--- src/rtl/pc_seq_pkg.sv ---
// ----------------------------------------------------------------------------
// pc_seq_pkg
// Shared types and constants for the next-PC sequencer.
//   pc_seq_state_t : sequencer FSM states (BOOT, RUN, FLUSH, HALT)
//   pc_src_t       : selector for the next-PC multiplexer
//   PC_INC         : sequential fetch stride
//   is_misaligned  : true when an address is not word aligned
// ----------------------------------------------------------------------------
package pc_seq_pkg;

    typedef enum logic [1:0] {
        BOOT,
        RUN,
        FLUSH,
        HALT
    } pc_seq_state_t;

    typedef enum logic [2:0] {
        SRC_SEQ,
        SRC_HOLD,
        SRC_BRANCH,
        SRC_JUMP,
        SRC_RESET,
        SRC_TRAP
    } pc_src_t;

    localparam logic [31:0] PC_INC = 32'd4;

    function automatic logic is_misaligned(input logic [31:0] addr);
        return (addr & 32'h0000_0003) != 32'h0;
    endfunction

endpackage

--- src/rtl/pc_seq_if.sv ---
// ----------------------------------------------------------------------------
// pc_seq_if
// Bundle between the core (redirect sources, PC register, fetch) and the
// next-PC sequencer.
//   master : core side; drives pc_cur, stall, redirects, halt/resume
//   slave  : sequencer side; drives pc_next, fetch_valid, flush, halted,
//            trap_taken
// ----------------------------------------------------------------------------
interface pc_seq_if;

    logic [31:0] pc_cur;
    logic        stall;
    logic        branch_taken;
    logic [31:0] branch_target;
    logic        jump;
    logic [31:0] jump_target;
    logic        halt;
    logic        resume;
    logic [31:0] pc_next;
    logic        fetch_valid;
    logic        flush;
    logic        halted;
    logic        trap_taken;

    modport master (
        output pc_cur, stall, branch_taken, branch_target,
               jump, jump_target, halt, resume,
        input  pc_next, fetch_valid, flush, halted, trap_taken
    );

    modport slave (
        input  pc_cur, stall, branch_taken, branch_target,
               jump, jump_target, halt, resume,
        output pc_next, fetch_valid, flush, halted, trap_taken
    );

endinterface

--- src/rtl/pc_next_mux.sv ---
// ----------------------------------------------------------------------------
// pc_next_mux
// Purely combinational next-PC selector.
//   src           : which source feeds the PC register
//   pc_cur        : current PC (hold / sequential base)
//   branch_target : branch destination
//   jump_target   : JAL/JALR destination
//   pc_next       : value for the PC register's next-value input
// Build option PC_SEQ_MISALIGN_TRAP_EN: when defined, targets pass through
// untouched (misaligned ones are diverted to SRC_TRAP upstream); otherwise
// target bits [1:0] are forced to zero.
// ----------------------------------------------------------------------------
module pc_next_mux
    import pc_seq_pkg::*;
#(
    parameter logic [31:0] RESET_VECTOR = 32'h0000_0000,
    parameter logic [31:0] TRAP_VECTOR  = 32'h0000_0100
) (
    input  pc_src_t     src,
    input  logic [31:0] pc_cur,
    input  logic [31:0] branch_target,
    input  logic [31:0] jump_target,
    output logic [31:0] pc_next
);

    logic [31:0] branch_aligned;
    logic [31:0] jump_aligned;

`ifdef PC_SEQ_MISALIGN_TRAP_EN
    assign branch_aligned = branch_target;
    assign jump_aligned   = jump_target;
`else
    assign branch_aligned = branch_target & ~32'h0000_0003;
    assign jump_aligned   = jump_target   & ~32'h0000_0003;
`endif

    always_comb begin
        // NOTE: every combinational output gets a default first so no path
        // leaves it unassigned and infers a latch.
        pc_next = pc_cur;
        unique case (src)
            SRC_SEQ:    pc_next = pc_cur + PC_INC;  // wraps naturally at 2^32
            SRC_HOLD:   pc_next = pc_cur;
            SRC_BRANCH: pc_next = branch_aligned;
            SRC_JUMP:   pc_next = jump_aligned;
            SRC_RESET:  pc_next = RESET_VECTOR;
            SRC_TRAP:   pc_next = TRAP_VECTOR;
            default:    pc_next = pc_cur;
        endcase
    end

endmodule

--- src/rtl/pc_sequencer.sv ---
// ----------------------------------------------------------------------------
// pc_sequencer
// Next-PC controller for the RV32I core. Chooses sequential, branch, jump,
// trap or hold for the PC register (which has no enable, so hold feeds back
// pc_cur), and runs the BOOT / RUN / FLUSH / HALT FSM.
// Ports:
//   clk  : core clock, rising edge
//   rst  : synchronous reset, active low
//   bus  : pc_seq_if.slave (pc_cur, stall, redirects, halt/resume in;
//          pc_next, fetch_valid, flush, halted, trap_taken out)
// Outputs are combinational from state and inputs and are forced to their
// reset values while rst is low.
// Build option PC_SEQ_MISALIGN_TRAP_EN: a redirect to a non-word-aligned
// target goes to TRAP_VECTOR with a trap_taken pulse instead of being masked.
// ----------------------------------------------------------------------------
module pc_sequencer
    import pc_seq_pkg::*;
#(
    parameter logic [31:0] RESET_VECTOR = 32'h0000_0000,
    parameter int unsigned FLUSH_CYCLES = 2,
    parameter logic [31:0] TRAP_VECTOR  = 32'h0000_0100
) (
    input  logic     clk,
    input  logic     rst,
    pc_seq_if.slave  bus
);

    // Counter holds the remaining bubbles minus one; 0 means "last bubble".
    localparam logic [2:0] FLUSH_INIT = 3'(FLUSH_CYCLES - 1);

    pc_seq_state_t state_q, state_d;
    logic [2:0]    cnt_q, cnt_d;

    logic    redirect;
    logic    redirect_trap;
    pc_src_t redirect_src;
    pc_src_t src;

    // jump outranks branch_taken when both fire.
    assign redirect     = bus.jump | bus.branch_taken;
    assign redirect_src = bus.jump ? SRC_JUMP : SRC_BRANCH;

`ifdef PC_SEQ_MISALIGN_TRAP_EN
    logic [31:0] redirect_target;
    assign redirect_target = bus.jump ? bus.jump_target : bus.branch_target;
    assign redirect_trap   = redirect && is_misaligned(redirect_target);
`else
    assign redirect_trap   = 1'b0;
`endif

    // State register.
    always_ff @(posedge clk) begin
        // NOTE: sequential state uses non-blocking assignments so every flop
        // samples the pre-edge values regardless of statement order.
        if (!rst) begin
            state_q <= BOOT;
            cnt_q   <= 3'd0;
        end else begin
            state_q <= state_d;
            cnt_q   <= cnt_d;
        end
    end

    // Next-state logic.
    always_comb begin
        state_d = state_q;
        cnt_d   = cnt_q;
        unique case (state_q)
            BOOT: state_d = RUN;
            RUN: begin
                if (bus.halt) begin
                    state_d = HALT;
                end else if (redirect) begin
                    state_d = FLUSH;
                    cnt_d   = FLUSH_INIT;
                end
            end
            FLUSH: begin
                // Redirects here come from squashed instructions and are
                // ignored; a stall freezes the bubble count.
                if (bus.halt) begin
                    state_d = HALT;
                end else if (!bus.stall) begin
                    if (cnt_q == 3'd0) state_d = RUN;
                    else               cnt_d   = cnt_q - 3'd1;
                end
            end
            HALT: begin
                if (bus.resume && !bus.halt) state_d = RUN;
            end
            default: state_d = BOOT;
        endcase
    end

    // Output logic.
    always_comb begin
        src             = SRC_HOLD;
        bus.fetch_valid = 1'b0;
        bus.flush       = 1'b0;
        bus.halted      = 1'b0;
        bus.trap_taken  = 1'b0;
        if (!rst) begin
            src = SRC_RESET;
        end else begin
            unique case (state_q)
                BOOT: src = SRC_RESET;
                RUN: begin
                    bus.fetch_valid = 1'b1;
                    if (bus.halt) begin
                        src = SRC_HOLD;
                    end else if (redirect) begin
                        bus.flush = 1'b1;
                        if (redirect_trap) begin
                            src            = SRC_TRAP;
                            bus.trap_taken = 1'b1;
                        end else begin
                            src = redirect_src;
                        end
                    end else if (bus.stall) begin
                        src = SRC_HOLD;
                    end else begin
                        src = SRC_SEQ;
                    end
                end
                FLUSH: src = (bus.halt || bus.stall) ? SRC_HOLD : SRC_SEQ;
                HALT: begin
                    bus.halted = 1'b1;
                    src        = SRC_HOLD;
                end
                default: src = SRC_RESET;
            endcase
        end
    end

    pc_next_mux #(
        .RESET_VECTOR (RESET_VECTOR),
        .TRAP_VECTOR  (TRAP_VECTOR)
    ) u_pc_next_mux (
        .src           (src),
        .pc_cur        (bus.pc_cur),
        .branch_target (bus.branch_target),
        .jump_target   (bus.jump_target),
        .pc_next       (bus.pc_next)
    );

endmodule

--- src/flat_wrapper.sv ---
// flat-port wrapper written by rule: the top's interface ports become plain ports
module pc_sequencer_flat import pc_seq_pkg::*;
#(
    parameter logic [31:0] RESET_VECTOR = 32'h0000_0000,
    parameter int unsigned FLUSH_CYCLES = 2,
    parameter logic [31:0] TRAP_VECTOR  = 32'h0000_0100
)
  (clk, rst, bus_pc_cur, bus_stall, bus_branch_taken, bus_branch_target, bus_jump, bus_jump_target, bus_halt, bus_resume, bus_pc_next, bus_fetch_valid, bus_flush, bus_halted, bus_trap_taken);
  pc_seq_if bus_i ();
  input  logic clk;
  input  logic rst;
  input wire logic [$bits(bus_i.pc_cur)-1:0] bus_pc_cur;
  input wire logic [$bits(bus_i.stall)-1:0] bus_stall;
  input wire logic [$bits(bus_i.branch_taken)-1:0] bus_branch_taken;
  input wire logic [$bits(bus_i.branch_target)-1:0] bus_branch_target;
  input wire logic [$bits(bus_i.jump)-1:0] bus_jump;
  input wire logic [$bits(bus_i.jump_target)-1:0] bus_jump_target;
  input wire logic [$bits(bus_i.halt)-1:0] bus_halt;
  input wire logic [$bits(bus_i.resume)-1:0] bus_resume;
  output wire logic [$bits(bus_i.pc_next)-1:0] bus_pc_next;
  output wire logic [$bits(bus_i.fetch_valid)-1:0] bus_fetch_valid;
  output wire logic [$bits(bus_i.flush)-1:0] bus_flush;
  output wire logic [$bits(bus_i.halted)-1:0] bus_halted;
  output wire logic [$bits(bus_i.trap_taken)-1:0] bus_trap_taken;
  assign bus_i.pc_cur = bus_pc_cur;
  assign bus_i.stall = bus_stall;
  assign bus_i.branch_taken = bus_branch_taken;
  assign bus_i.branch_target = bus_branch_target;
  assign bus_i.jump = bus_jump;
  assign bus_i.jump_target = bus_jump_target;
  assign bus_i.halt = bus_halt;
  assign bus_i.resume = bus_resume;
  assign bus_pc_next = bus_i.pc_next;
  assign bus_fetch_valid = bus_i.fetch_valid;
  assign bus_flush = bus_i.flush;
  assign bus_halted = bus_i.halted;
  assign bus_trap_taken = bus_i.trap_taken;
  pc_sequencer #(.RESET_VECTOR(RESET_VECTOR), .FLUSH_CYCLES(FLUSH_CYCLES), .TRAP_VECTOR(TRAP_VECTOR)) u_core (.clk(clk), .rst(rst), .bus(bus_i));
endmodule
--- config.mk ---
export PLATFORM = sky130hd
export DESIGN_NAME = pc_sequencer_flat
export DESIGN_NICKNAME = d
export VERILOG_FILES = /design/src/rtl/pc_seq_pkg.sv /design/src/rtl/pc_seq_if.sv /design/src/rtl/pc_next_mux.sv /design/src/rtl/pc_sequencer.sv /design/src/flat_wrapper.sv
export SDC_FILE = /design/constraint.sdc
export NUM_CORES = 1
export LEC_CHECK = 0
export ABC_AREA = 1
export CAP_MARGIN = 20
export CELL_PAD_IN_SITES_DETAIL_PLACEMENT = 1
export CELL_PAD_IN_SITES_GLOBAL_PLACEMENT = 2
export CORE_ASPECT_RATIO = 0.7
export CORE_MARGIN = 2
export CORE_UTILIZATION = 15
export CTS_CLUSTER_DIAMETER = 40
export DETAILED_ROUTE_END_ITERATION = 10
export PLACE_DENSITY = 0.85
export SETUP_SLACK_MARGIN = 0.02
export SLEW_MARGIN = 20
export SYNTH_ARGS = -nofsm -noshare
export SYNTH_HDL_FRONTEND = slang
export SYNTH_SLANG_ARGS = --single-unit
--- constraint.sdc ---
create_clock -name clk -period 1.8 [get_ports clk]
set_input_delay 0.36 -clock clk [delete_from_list [all_inputs] [get_ports clk]]
set_output_delay 0.36 -clock clk [all_outputs]
set_load 0.02 [all_outputs]
Word-level counts from Yosys, hierarchy flattened
Index checks and enable logic that the tools add are counted.
Widths: inputs -> output; s select.

storage, ports and cells
  register bits after elaboration = 5
  input bits = 103
  output and inout port bits = 36
  logic and storage cells = 59

operators by class
  add/sub/neg operators = 2
  equality and inequality tests = 16
  mux-type cells = 29
  bitwise gates (word level) = 1
  reductions and logical operators = 9

operator list
  cell                   count
  $pmux 32 s5            1
  $add 32x3->32 const B  1
  $mux 3                 8
  $mux 2                 6
  $pmux 3 s4             1
  $mux 1                 11
  $ne 2x2->1 const B     4
  $pmux 2 s4             1
  $eq 3x2->1 const B     2
  $eq 3x3->1 const B     2
  $logic_not 3->1        2
  $ne 3x2->1 const B     2
  $pmux 3 s2             1
  $reduce_and 6->1       1
  $eq 2x2->1 const B     2
  $ne 2x1->1 const B     2
  $reduce_and 4->1       1
  $ne 3x3->1 const B     1
  $sub 3x1->3 const B    1
  $eq 2x1->1 const B     1
  $logic_not 2->1        1
  $reduce_bool 2->1      1
  $logic_and 1x1->1      1
  $logic_not 1->1        1
  2 further kinds        2

Longest topological paths before layout
Gate-level depths: netlist of the first run.

  depth after elaboration = 7
  depth in mapped cells = 14
  depth with buffers taken out = 12

Modules after synthesis
From an unflattened synthesis of the first run, not the netlist that was laid out.

second synthesis, totals
  cells, all modules = 417
  area, all modules = 2058.2 um^2

modules (own cells, without submodules)
  module        times used  cells an instance  area an instance (um^2)  seq. area each (um^2)
  pc_next_mux   1           333                1537.7                   0.0
  pc_sequencer  1           84                 520.5                    100.1

Worst setup path after synthesis of the first run
No wires, ideal clock.

  path kind = register to output
  from = register u_core.state_q[0]
  to = output port bus_pc_next[7]
  arrival time = 1678 ps
  required time = 1440 ps
  path slack = -238 ps
  stages on the path, launching flop included = 12
  buffers on the path = 2
  cell sequence = dfxtp_1 -> inv_1 -> ha_1 -> nand2_1 -> nand3_2 -> inv_4 -> nand2_8 -> nor2_4 -> buf_6 -> buf_6 -> nand2_1 -> nand4_1

between the ends
  cells in the longest elaborated chain, start to end = 5
  elaborated cells between the ends (all ways) = 12
  classes of those cells = eq/ne (7); mux (3); reduce/logical (2)

ends and longest elaborated chain
  what                                      RTL line             text
  start: declaration                        pc_sequencer.sv:31   pc_seq_state_t state_q, state_d;
  start signal: assignment                  pc_sequencer.sv:59   state_q <= state_d;
  $eq 2x2->1, or another cell as far along  pc_sequencer.sv:105  unique case (state_q)
  $pmux 3 s4 *                              pc_sequencer.sv:105
  $mux 3 *                                  pc_sequencer.sv:102  if (!rst) begin
  $eq 3x3->1, or another cell as far along  pc_next_mux.sv:41    unique case (src)
  $pmux 32 s5 *                             pc_next_mux.sv:41
  end: declaration                          flat_wrapper.sv:20   output wire logic [$bits(bus_i.pc_next)-1:0] bus_pc_next;

Mark *: on every way between the ends. The rest lies on a longest branch, timed or not.

Worst setup path in the final report of the first run
  from = register u_core.state_q[0]
  to = output port bus_pc_next[13]

Same word-level chain as after synthesis.

==> impl_metrics.py, run 1 <==
metrics = {
    "yosys": {
        "yosysTopAreaCell": "nand2_1",
        "synth_cells": 459,
        "ys_types": 28,
        "ys.flop_type": "dfxtp_1",
        "syn_avg_cell_area_sq_um": 5.00,
        "syn-num-nets": 569,
        "synth_top_area_share_pct": 24.8,
        "seq_area_frac_synth_pct": 4.36,
        "ys_top_cells_by_area": "nand2_1 (25%), nand3_1 (21%), nor2_1 (9.0%)",
        "synth_commonest_cells": "nand2_1 (152), nand3_1 (95), nor2_1 (55)",
        "synth-async-reset-ratio_pct": 0,
        "synth.ff_latch_count": 5,
        "synth_area_sq_um": 2300,
        "yosys_warnings": 0,
        "synth-edff-count": 0,
        "synth.most_common_cell": "nand2_1",
    },
    "grt": {
        "grt_antenna_before_repair": 1,
        "grt.overflow.total": 0,
        "grt_pass1_wl_um": 21500,
        "grt_usage_pct": 16.2,
        "grt_max_degree": 29,
        "grt_pass1_vias": 4153,
    },
    "final_layout": {
        "area_delta_synth_final_pct": 130,
        "nNetsFinal": 790,
        "post_layout_nonfiller_instances": 876,
        "layout-drive-gt1-share_pct": 39.5,
        "fillers": 1879,
    },
    "floorplanning": {
        "fp.dieW_um": 152,
        "io_pins": 139,
        "core_sq_um": 14800,
        "num_rows": 37,
        "initial_core_util_pct": 15.5,
        "die-area_sq_um": 16300,
        "die_height_um": 108,
    },
    "worst_setup_path": {
        "slowest_delay_ns": 0.38,
        "rr_endpoint": "u_core.cnt_q[1]",
        "crit_path_cell_trace": "inv_4, ha_4, nand2_4, nand3_4, clkinv_4, nand2_8, nor2_4, buf_12, buf_8, nand3_2, nand4_1, buf_6",
        "critPathArrivalTime_ns": 1.97,
        "endpoint_kind": "output port",
        "cp_slowest_cell": "dfxtp_4",
        "crit_cells": 12,
        "r2r_start": "u_core.state_q[1]",
        "path_buf_inv": 5,
        "cp_top_family": "simple AND/OR/NAND/NOR gates",
        "worstSetupStartpointType": "flip-flop",
        "crit_type": "flip-flop to output port",
        "crit_end": "bus_pc_next[13]",
        "worstSetupStartpoint": "u_core.state_q[0]",
        "reg2regPathDepth": 12,
        "reg2reg_slack_ns": 0.11,
        "critPathMaxFanout": 6,
        "required_ns": 1.44,
    },
    "sta": {
        "setup_slack_ns": -0.531,
        "max_freq_mhz": 429,
        "period_share_pct": 129,
        "finalCriticalPeriod_ns": 2.33,
        "final.setup_skew_ns": 0.00397,
        "fin_worst_hold_slack_ns": 0.495,
        "finalHoldViolations": 0,
        "drv_slew": 0,
        "rsz0062_at_grt": "yes",
        "setup_violations": 33,
    },
    "placed_design": {
        "placed_cells": 855,
        "gp_congestion": 0.779,
        "dp_hpwl_um": 11200,
        "port_buffers": 133,
        "place_ws_ns": -1.24,
    },
    "drt": {
        "dr.pass1.iters": 4,
        "drc": 0,
        "wl_met1_um": 6520,
        "ant_nets": 0,
        "wl_met3_um": 566,
        "vias": 3847,
        "drt-total-wl_um": 13800,
        "wl_met2_um": 6660,
        "drt_iter0_markers": 152,
        "routed.top_layer": "met4",
        "drt-wirelength-per-cell_um": 15.8,
        "viasPerCell": 4.39,
    },
    "clock_network": {
        "cts_tree": "yes",
        "cts_num_sinks": 5,
        "clk_latency_ns": 0.23,
        "root_buffer": "clkbuf_16",
        "cts_max_level": 1,
        "clk_path_buf_depth": 2,
        "cts_hold_buf": 0,
        "cts-buffers-inserted": 3,
        "path_clk_slew_ns": 0.04,
    },
    "power": {
        "p_per_area_nw_per_um2": 900,
        "vdd_drop_max_uv": 440,
        "power_leakage_nw": 2.39,
    },
    "job": {
        "max_cap_viol_count": 0,
    },
    "run_status": {
        "outcome": "complete, but fails checks",
        "violations": "negative setup slack",
    },
    "min_path": {
        "min_path_type": "flip-flop to flip-flop",
    },
}
## worst min path at each step
stage | start | to | slack, ns | depth (start not counted)
after CTS | u_core.cnt_q[0] | u_core.cnt_q[0] | 0.48 | 2
after global routing | u_core.cnt_q[0] | u_core.cnt_q[0] | 0.51 | 2
after global placement | u_core.cnt_q[0] | u_core.cnt_q[0] | 0.46 | 2
after detailed placement | u_core.cnt_q[0] | u_core.cnt_q[0] | 0.48 | 2
final | u_core.cnt_q[0] | u_core.cnt_q[0] | 0.49 | 2
after floorplan | u_core.cnt_q[0] | u_core.cnt_q[0] | 0.45 | 2
## registers in the layout, indices dropped and copies added, names as in the netlist
register        flops
u_core.state_q      2
u_core.cnt_q        3
## layer usage
layer | global-route usage (%) | vias up
li1 | - | 1940
met1 | 22.2 | 1823
met2 | 27.7 | 78
met3 | 2.46 | 6
met4 | 2.34 | 0
met5 | 0 | -
## cell families (layout without fill, tap and decap cells)
logic type | count (synthesis) | in the layout | share of synthesized area [%]
buffers and inverters | 68 | 288 | 13.3
DFF | 5 | 5 | 4.36
AOI/OAI and AO/OA | 16 | 16 | 3.87
other | 1 | 3 | 0.163
adders and majority gates | 7 | 7 | 3.81
and+or+nand+nor | 356 | 356 | 72.2
xor gates and xnor gates | 6 | 6 | 2.29
## metrics by stage
stage | power (mW) | TNS, ns | util, % | instance area (sq um)
4_1_cts | 4.42 | -15.49 | 33.7 | 5000
3_3_place_gp | 3.69 | -36.24 | 31.0 | 4600
2_1_floorplan | 2.03 | -1.78 | - | 2420
6_report | 4.75 | -15.02 | 35.6 | 5280
5_1_grt | 5.08 | -17.72 | 35.6 | 5280
3_5_place_dp | 3.77 | -37.81 | 31.0 | 4600
## worst register-to-register path: cells and delay by family (launching register included)
kind	cells	cell delay [ns]
buffers and inverters	5	0.49
flip-flops	1	0.36
AND/OR/NAND/NOR	3	0.30
AO/OA/AOI/OAI	3	0.28
adder cells (fa/ha/maj)	1	0.15
## power by group
part	total [mW]	internal, mW	switching, mW
clock network	0.383	0.295	0.0880
logic	4.13	1.94	2.19
registers	0.236	0.178	0.0585
## final cells by class
type                    count  area (sq um)  share of cell area, %
multi-input cells         386          2380                   45.2
repair buffers            233          2250                   42.7
well taps                 195           244                   4.62
inverters                  51           206                   3.91
flip-flops and latches      5           108                   2.04
clock buffers               4          78.8                   1.49
diodes                      2          5.00                 0.0948
## layout by cell type (no fill, tap or decap), drive strengths merged
cell / count
nand2: 156
buf: 133
nand3: 97
clkdlybuf4s50: 70
nor2: 62
inv: 50
nand4: 25
dlygate4sd2: 22
nand3b: 11
o21ai: 9
dlymetal6s2s: 7
ha: 7
xor2: 5
clkbuf: 5
a21oi: 5
dfxtp: 5
or2: 3
diode: 2
o21bai: 2
clkinv: 1
nor3: 1
xnor2: 1
and2: 1
conb: 1
## repair_timing
| action | 4_1_cts | 5_1_grt |
|---|---|---|
| pin swaps | 26 | 38 |
| gates resized for setup | 289 | 80 |
| cloned | 2 | 1 |
| setup buffers | 9 | 7 |
| endpoints found under the setup margin | 35 | 36 |
(Power assumes the default switching activity.)
==> run 2: changes to the inputs <==
CORE_MARGIN = 5   (was 2)
==> run 2 against run 1 <==
Against the previous run:
- the run still ends with negative setup slack left
- hold slack got worse by 0.0071 ns
- setup slack worse by 0.018 ns
- design area up 1.0%
- global-route usage down 0.82 points
- sequential cell count is the same
- routed wire length increased by 7.0%
- sequential power barely moved
- critical path depth grew 1
- final cell count rose by 0.46%
- highest routed layer unchanged
==> impl_metrics.py, run 2 (synthesized netlist as in run 1, its figures left out) <==
metrics = {
    "sta": {
        "fin_setup_tns_ns": -15.44,
        "setup_violations": 32,
        "drv_slew": 0,
        "final.setup_skew_ns": 0.00385,
        "fin_worst_hold_slack_ns": 0.488,
        "setup_slack_ns": -0.549,
        "max_freq_mhz": 426,
        "period_share_pct": 130,
        "rsz0062_at_grt": "yes",
        "finalHoldViolations": 0,
        "finalCriticalPeriod_ns": 2.35,
    },
    "placed_design": {
        "place_ws_ns": -1.27,
        "place_area_sq_um": 4520,
        "dp_hpwl_um": 11300,
        "port_buffers": 133,
        "gp_congestion": 0.864,
        "placed_cells": 851,
    },
    "min_path": {
        "hold_depth": 2,
        "worstHoldStart": "u_core.cnt_q[0]",
        "whs_endpoint": "u_core.cnt_q[0]",
        "min_path_type": "flip-flop to flip-flop",
    },
    "drt": {
        "viasPerCell": 4.45,
        "vias": 3916,
        "drt_iter0_markers": 183,
        "ant_nets": 0,
        "dr.pass1.iters": 4,
        "drt-wirelength-per-cell_um": 16.8,
        "drt-total-wl_um": 14800,
        "drc": 0,
    },
    "worst_setup_path": {
        "reg2reg_slack_ns": 0.11,
        "critPathArrivalTime_ns": 1.99,
        "reg2regPathDepth": 12,
        "r2r_start": "u_core.state_q[1]",
        "required_ns": 1.44,
        "endpoint_kind": "output port",
        "critPathMaxFanout": 6,
        "crit_type": "flip-flop to output port",
        "rr_endpoint": "u_core.cnt_q[2]",
        "worstSetupStartpointType": "flip-flop",
    },
    "clock_network": {
        "clk_latency_ns": 0.23,
        "cts_num_sinks": 5,
        "cts_max_level": 1,
        "root_buffer": "clkbuf_16",
        "cts_tree": "yes",
        "cts_hold_buf": 0,
        "path_clk_slew_ns": 0.04,
        "cts-buffers-inserted": 3,
        "clk_path_buf_depth": 2,
    },
    "floorplanning": {
        "num_rows": 37,
        "fp.dieW_um": 158,
        "core_sq_um": 14900,
        "die_height_um": 114,
        "io_pins": 139,
        "die-area_sq_um": 17900,
        "initial_core_util_pct": 15.5,
    },
    "final_layout": {
        "largest_reg_flops": 3,
        "final_common_cell": "nand2_1",
        "final_util_pct": 35.9,
        "regMostFlops": "u_core.cnt_q",
        "nNetsFinal": 795,
        "fillers": 1847,
        "post_layout_nonfiller_instances": 880,
        "most-common-layout-cells": "nand2_1 (112), buf_4 (90), clkdlybuf4s50_1 (77), nand3_1 (75), buf_6 (40)",
        "layout-drive-gt1-share_pct": 40.4,
        "finalInstanceArea_sq_um": 5330,
        "area_delta_synth_final_pct": 132,
        "reg.largest.list": "u_core.cnt_q: 3 flops, u_core.state_q: 2 flops",
    },
    "power": {
        "vdd_drop_max_uv": 368,
        "sw_frac_of_total_pct": 49.1,
        "p_per_area_nw_per_um2": 916,
        "seqPwrFrac_pct": 4.8,
        "power.share.clock_pct": 7.6,
        "power_mw": 4.89,
        "switchingPower_mw": 2.40,
        "p_comb_share_pct": 87.6,
        "intPower_mw": 2.49,
        "power_leakage_nw": 2.39,
    },
    "run_status": {
        "violations": "negative setup slack",
        "outcome": "complete, but fails checks",
    },
    "grt": {
        "grt_pass1_wl_um": 22400,
        "grt_pass1_vias": 4328,
        "grt.overflow.total": 0,
        "grt_usage_pct": 15.4,
        "grt_max_degree": 28,
        "grt_antenna_before_repair": 1,
    },
    "job": {
        "max_cap_viol_count": 0,
    },
}
==> run 2: timing repair <==
action / in CTS / in global routing
buffers inserted: 22 / 3
setup endpoints to repair: 35 / 36
pin swaps: 33 / 33
cloned: 3 / 1
resized for setup: 282 / 80
==> run 2: area by class of cell <==
| cell class | instances | area, sq um | area share (%) |
|---|---|---|---|
| multi-input cells | 386 | 2380 | 44.7 |
| repair buffers | 238 | 2310 | 43.4 |
| well taps | 195 | 244 | 4.58 |
| inverters | 51 | 204 | 3.82 |
| flip-flops and latches | 5 | 108 | 2.02 |
| clock buffers | 4 | 78.8 | 1.48 |
| diodes | 1 | 2.50 | 0.0469 |
==> run 2: worst max-delay path, cell delays in order, from the launching register on <==
cell      delay [ns]
dfxtp_4         0.36
buf_4           0.14
ha_4            0.18
nand2_4         0.07
nand3_4         0.09
clkinv_4        0.08
nand2_8         0.07
nor2_4          0.22
buf_6           0.17
nand2_4         0.05
nand2_4         0.08
inv_2           0.05
nand3_2         0.07
buf_6           0.12
==> run 2: power by group through the flow <==
stage	clock, mW	combinational, mW	sequential (mW)
5_1_grt	0.396	4.57	0.241
2_1_floorplan	0	1.81	0.217
4_1_cts	0.380	3.97	0.228
3_5_place_dp	0	3.42	0.229
6_report	0.372	4.28	0.234
3_3_place_gp	0	3.31	0.222
==> run 2: per-layer routing <==
layer,vias to the layer above,share of wire [%],global-route usage [%]
met5,-,0,0
met4,0,1.2,2.52
met3,16,5.0,3.00
met2,82,50,27.3
met1,1868,44,19.7
li1,1950,-,-
==> run 2: worst max-delay path by stage <==
stage,slack [ns],from,endpoint
floorplan,-0.1,u_core.state_q[1],bus_pc_next[16]
global placement,-1.25,bus_pc_cur[2],bus_pc_next[28]
detailed placement,-1.27,bus_pc_cur[2],bus_pc_next[28]
CTS,-0.55,u_core.state_q[1],bus_pc_next[9]
global route,-0.63,u_core.state_q[1],bus_pc_next[18]
finish,-0.55,u_core.state_q[1],bus_pc_next[17]
==> run 3: changes to the inputs <==
clock period = 1.9 ns   (was 1.8 ns; I/O delays follow)
==> run 3 against run 2 <==
Against the previous run:
- the run still ends with negative setup slack left
- sequential cell count unchanged
- first-iteration DRC count increased by 39%
- core utilization is 0.12 points higher
- sequential power fell by 5%
- critical path depth unchanged
- power is 8.0% lower
==> impl_metrics.py, run 3 (synthesized netlist as in run 1, its figures left out) <==
metrics = {
    "clock_network": {
        "cts_max_level": 1,
        "cts_hold_buf": 0,
        "cts_tree": "yes",
        "root_buffer": "clkbuf_16",
        "cts-buffers-inserted": 3,
        "cts_num_sinks": 5,
        "path_clk_slew_ns": 0.04,
        "clk_latency_ns": 0.23,
        "clk_path_buf_depth": 2,
    },
    "floorplanning": {
        "initial_core_util_pct": 15.5,
        "num_rows": 37,
        "die_height_um": 114,
        "core_sq_um": 14900,
        "io_pins": 139,
        "fp.dieW_um": 158,
        "die-area_sq_um": 17900,
    },
    "grt": {
        "grt_pass1_vias": 4387,
        "grt_max_degree": 25,
        "grt_antenna_before_repair": 2,
        "grtUsageMet3_pct": 1.97,
        "busiest_layer": "met2",
        "grt_usage_pct": 16.1,
        "grt.overflow.total": 0,
        "grt_use_met2_pct": 28.4,
        "gr-usage-met1_pct": 21.3,
        "grt_pass1_wl_um": 23500,
    },
    "drt": {
        "drt_iter0_markers": 254,
        "drt-wirelength-per-cell_um": 16.8,
        "dr.pass1.iters": 4,
        "vias": 3989,
        "drc": 0,
        "ant_nets": 0,
        "viasPerCell": 4.47,
        "drt-total-wl_um": 15000,
    },
    "power": {
        "seqPwrFrac_pct": 4.9,
        "power.share.clock_pct": 7.7,
        "power_leakage_nw": 2.42,
        "switchingPower_mw": 2.22,
        "intPower_mw": 2.27,
        "p_per_area_nw_per_um2": 840,
        "sw_frac_of_total_pct": 49.4,
        "power_mw": 4.49,
        "p_comb_share_pct": 87.3,
        "vdd_drop_max_uv": 363,
    },
    "placed_design": {
        "gp_congestion": 0.858,
        "place_ws_ns": -1.14,
        "port_buffers": 133,
        "placed_cells": 861,
        "dp_hpwl_um": 11500,
    },
    "worst_setup_path": {
        "worstSetupStartpointType": "flip-flop",
        "r2r_start": "u_core.state_q[1]",
        "critPathMaxFanout": 6,
        "crit_type": "flip-flop to output port",
        "worstSetupStartpoint": "u_core.state_q[0]",
        "critPathArrivalTime_ns": 1.97,
        "required_ns": 1.52,
        "endpoint_kind": "output port",
    },
    "sta": {
        "drv_slew": 0,
        "setup_slack_ns": -0.445,
        "rsz0062_at_grt": "yes",
        "period_share_pct": 123,
        "max_freq_mhz": 426,
        "finalHoldViolations": 0,
        "finalCriticalPeriod_ns": 2.35,
        "setup_violations": 31,
        "final.setup_skew_ns": 0.00458,
    },
    "final_layout": {
        "area_delta_synth_final_pct": 133,
        "post_layout_nonfiller_instances": 892,
        "nNetsFinal": 807,
        "reg.largest.list": "u_core.cnt_q: 3 flops, u_core.state_q: 2 flops",
        "largest_reg_flops": 3,
        "regMostFlops": "u_core.cnt_q",
        "final_common_cell": "nand2_1",
        "layout-drive-gt1-share_pct": 39.5,
        "most-common-layout-cells": "nand2_1 (125), buf_4 (99), clkdlybuf4s50_1 (72), nand3_1 (69), buf_6 (40)",
        "fillers": 1869,
    },
    "run_status": {
        "violations": "negative setup slack",
        "outcome": "complete, but fails checks",
    },
    "job": {
        "max_cap_viol_count": 0,
    },
    "min_path": {
        "min_path_type": "flip-flop to flip-flop",
        "worstHoldStart": "u_core.cnt_q[0]",
    },
}
## run 3: changes by cell type in the layout (fill, tap and decap cells not counted), moves of 8 or more
cell,delta
buf_4,+9
dlygate4sd2_1,+8
nand2_1,+13
nand2_2,-12
nor2_2,+8
nor2_4,-10
## run 3: path summary, 6_finish.rpt
path | depth (start not counted) | slack [ns] | end
setup reg to reg | 10 | 0.09 | u_core.state_q[1]
hold / removal | 2 | 0.48 | u_core.cnt_q[0]
hold reg to reg | 2 | 0.48 | u_core.cnt_q[0]
setup / recovery | 13 | -0.45 | bus_pc_next[17]
## run 3: critical path: stages, from the launching register on
cell and delay, ns:
dfxtp_4 0.38, inv_4 0.05, ha_2 0.19, nor2_4 0.12, inv_2 0.06, nor2_4 0.15, inv_2 0.06, nor2_4 0.21
buf_12 0.16, nand2_4 0.05, nand2_4 0.08, inv_2 0.04, nand3_2 0.06, buf_6 0.13
## run 3: what timing repair did
item	CTS	global route
setup buffers	22	3
pin swaps	58	15
gates cloned	4	1
gates resized for setup	313	27
setup endpoints to repair	35	35
## run 3: through the flow
| step | utilization, % | TNS [ns] | hold slack, ns | area (sq um) |
|---|---|---|---|---|
| global route | 36.0 | -14.75 | 0.539 | 5350 |
| CTS | 35.3 | -11.45 | 0.483 | 5250 |
| detailed placement | 31.0 | -33.47 | 0.476 | 4600 |
| finish | 36.0 | -12.26 | 0.485 | 5350 |
| floorplan | - | -0.0796 | 0.454 | 2410 |
| global placement | 31.0 | -31.76 | 0.463 | 4600 |
## run 3: layout make-up
cell class / count / area, sq um / area share [%]
Tap cell: 195 / 244 / 4.56
Clock buffer: 4 / 78.8 / 1.47
Timing Repair Buffer: 250 / 2410 / 45.1
Antenna cell: 1 / 2.50 / 0.0468
Multi-Input combinational cell: 386 / 2300 / 42.9
Inverter: 51 / 206 / 3.86
Sequential cell: 5 / 108 / 2.01
## run 3: per-layer routing
layer  up-vias  share of wire (%)
met4         2                1.1
met3        14                4.3
met5         -              0.047
li1       1977                  -
met2        94                 49
met1      1902                 46
## run 3: power groups by stage
stage	combinational, mW	clock, mW	sequential (mW)
after detailed placement	3.24	0	0.219
final	3.92	0.348	0.222
after CTS	3.86	0.356	0.217
after global placement	3.16	0	0.211
after floorplan	1.71	0	0.206
after global routing	4.20	0.366	0.228
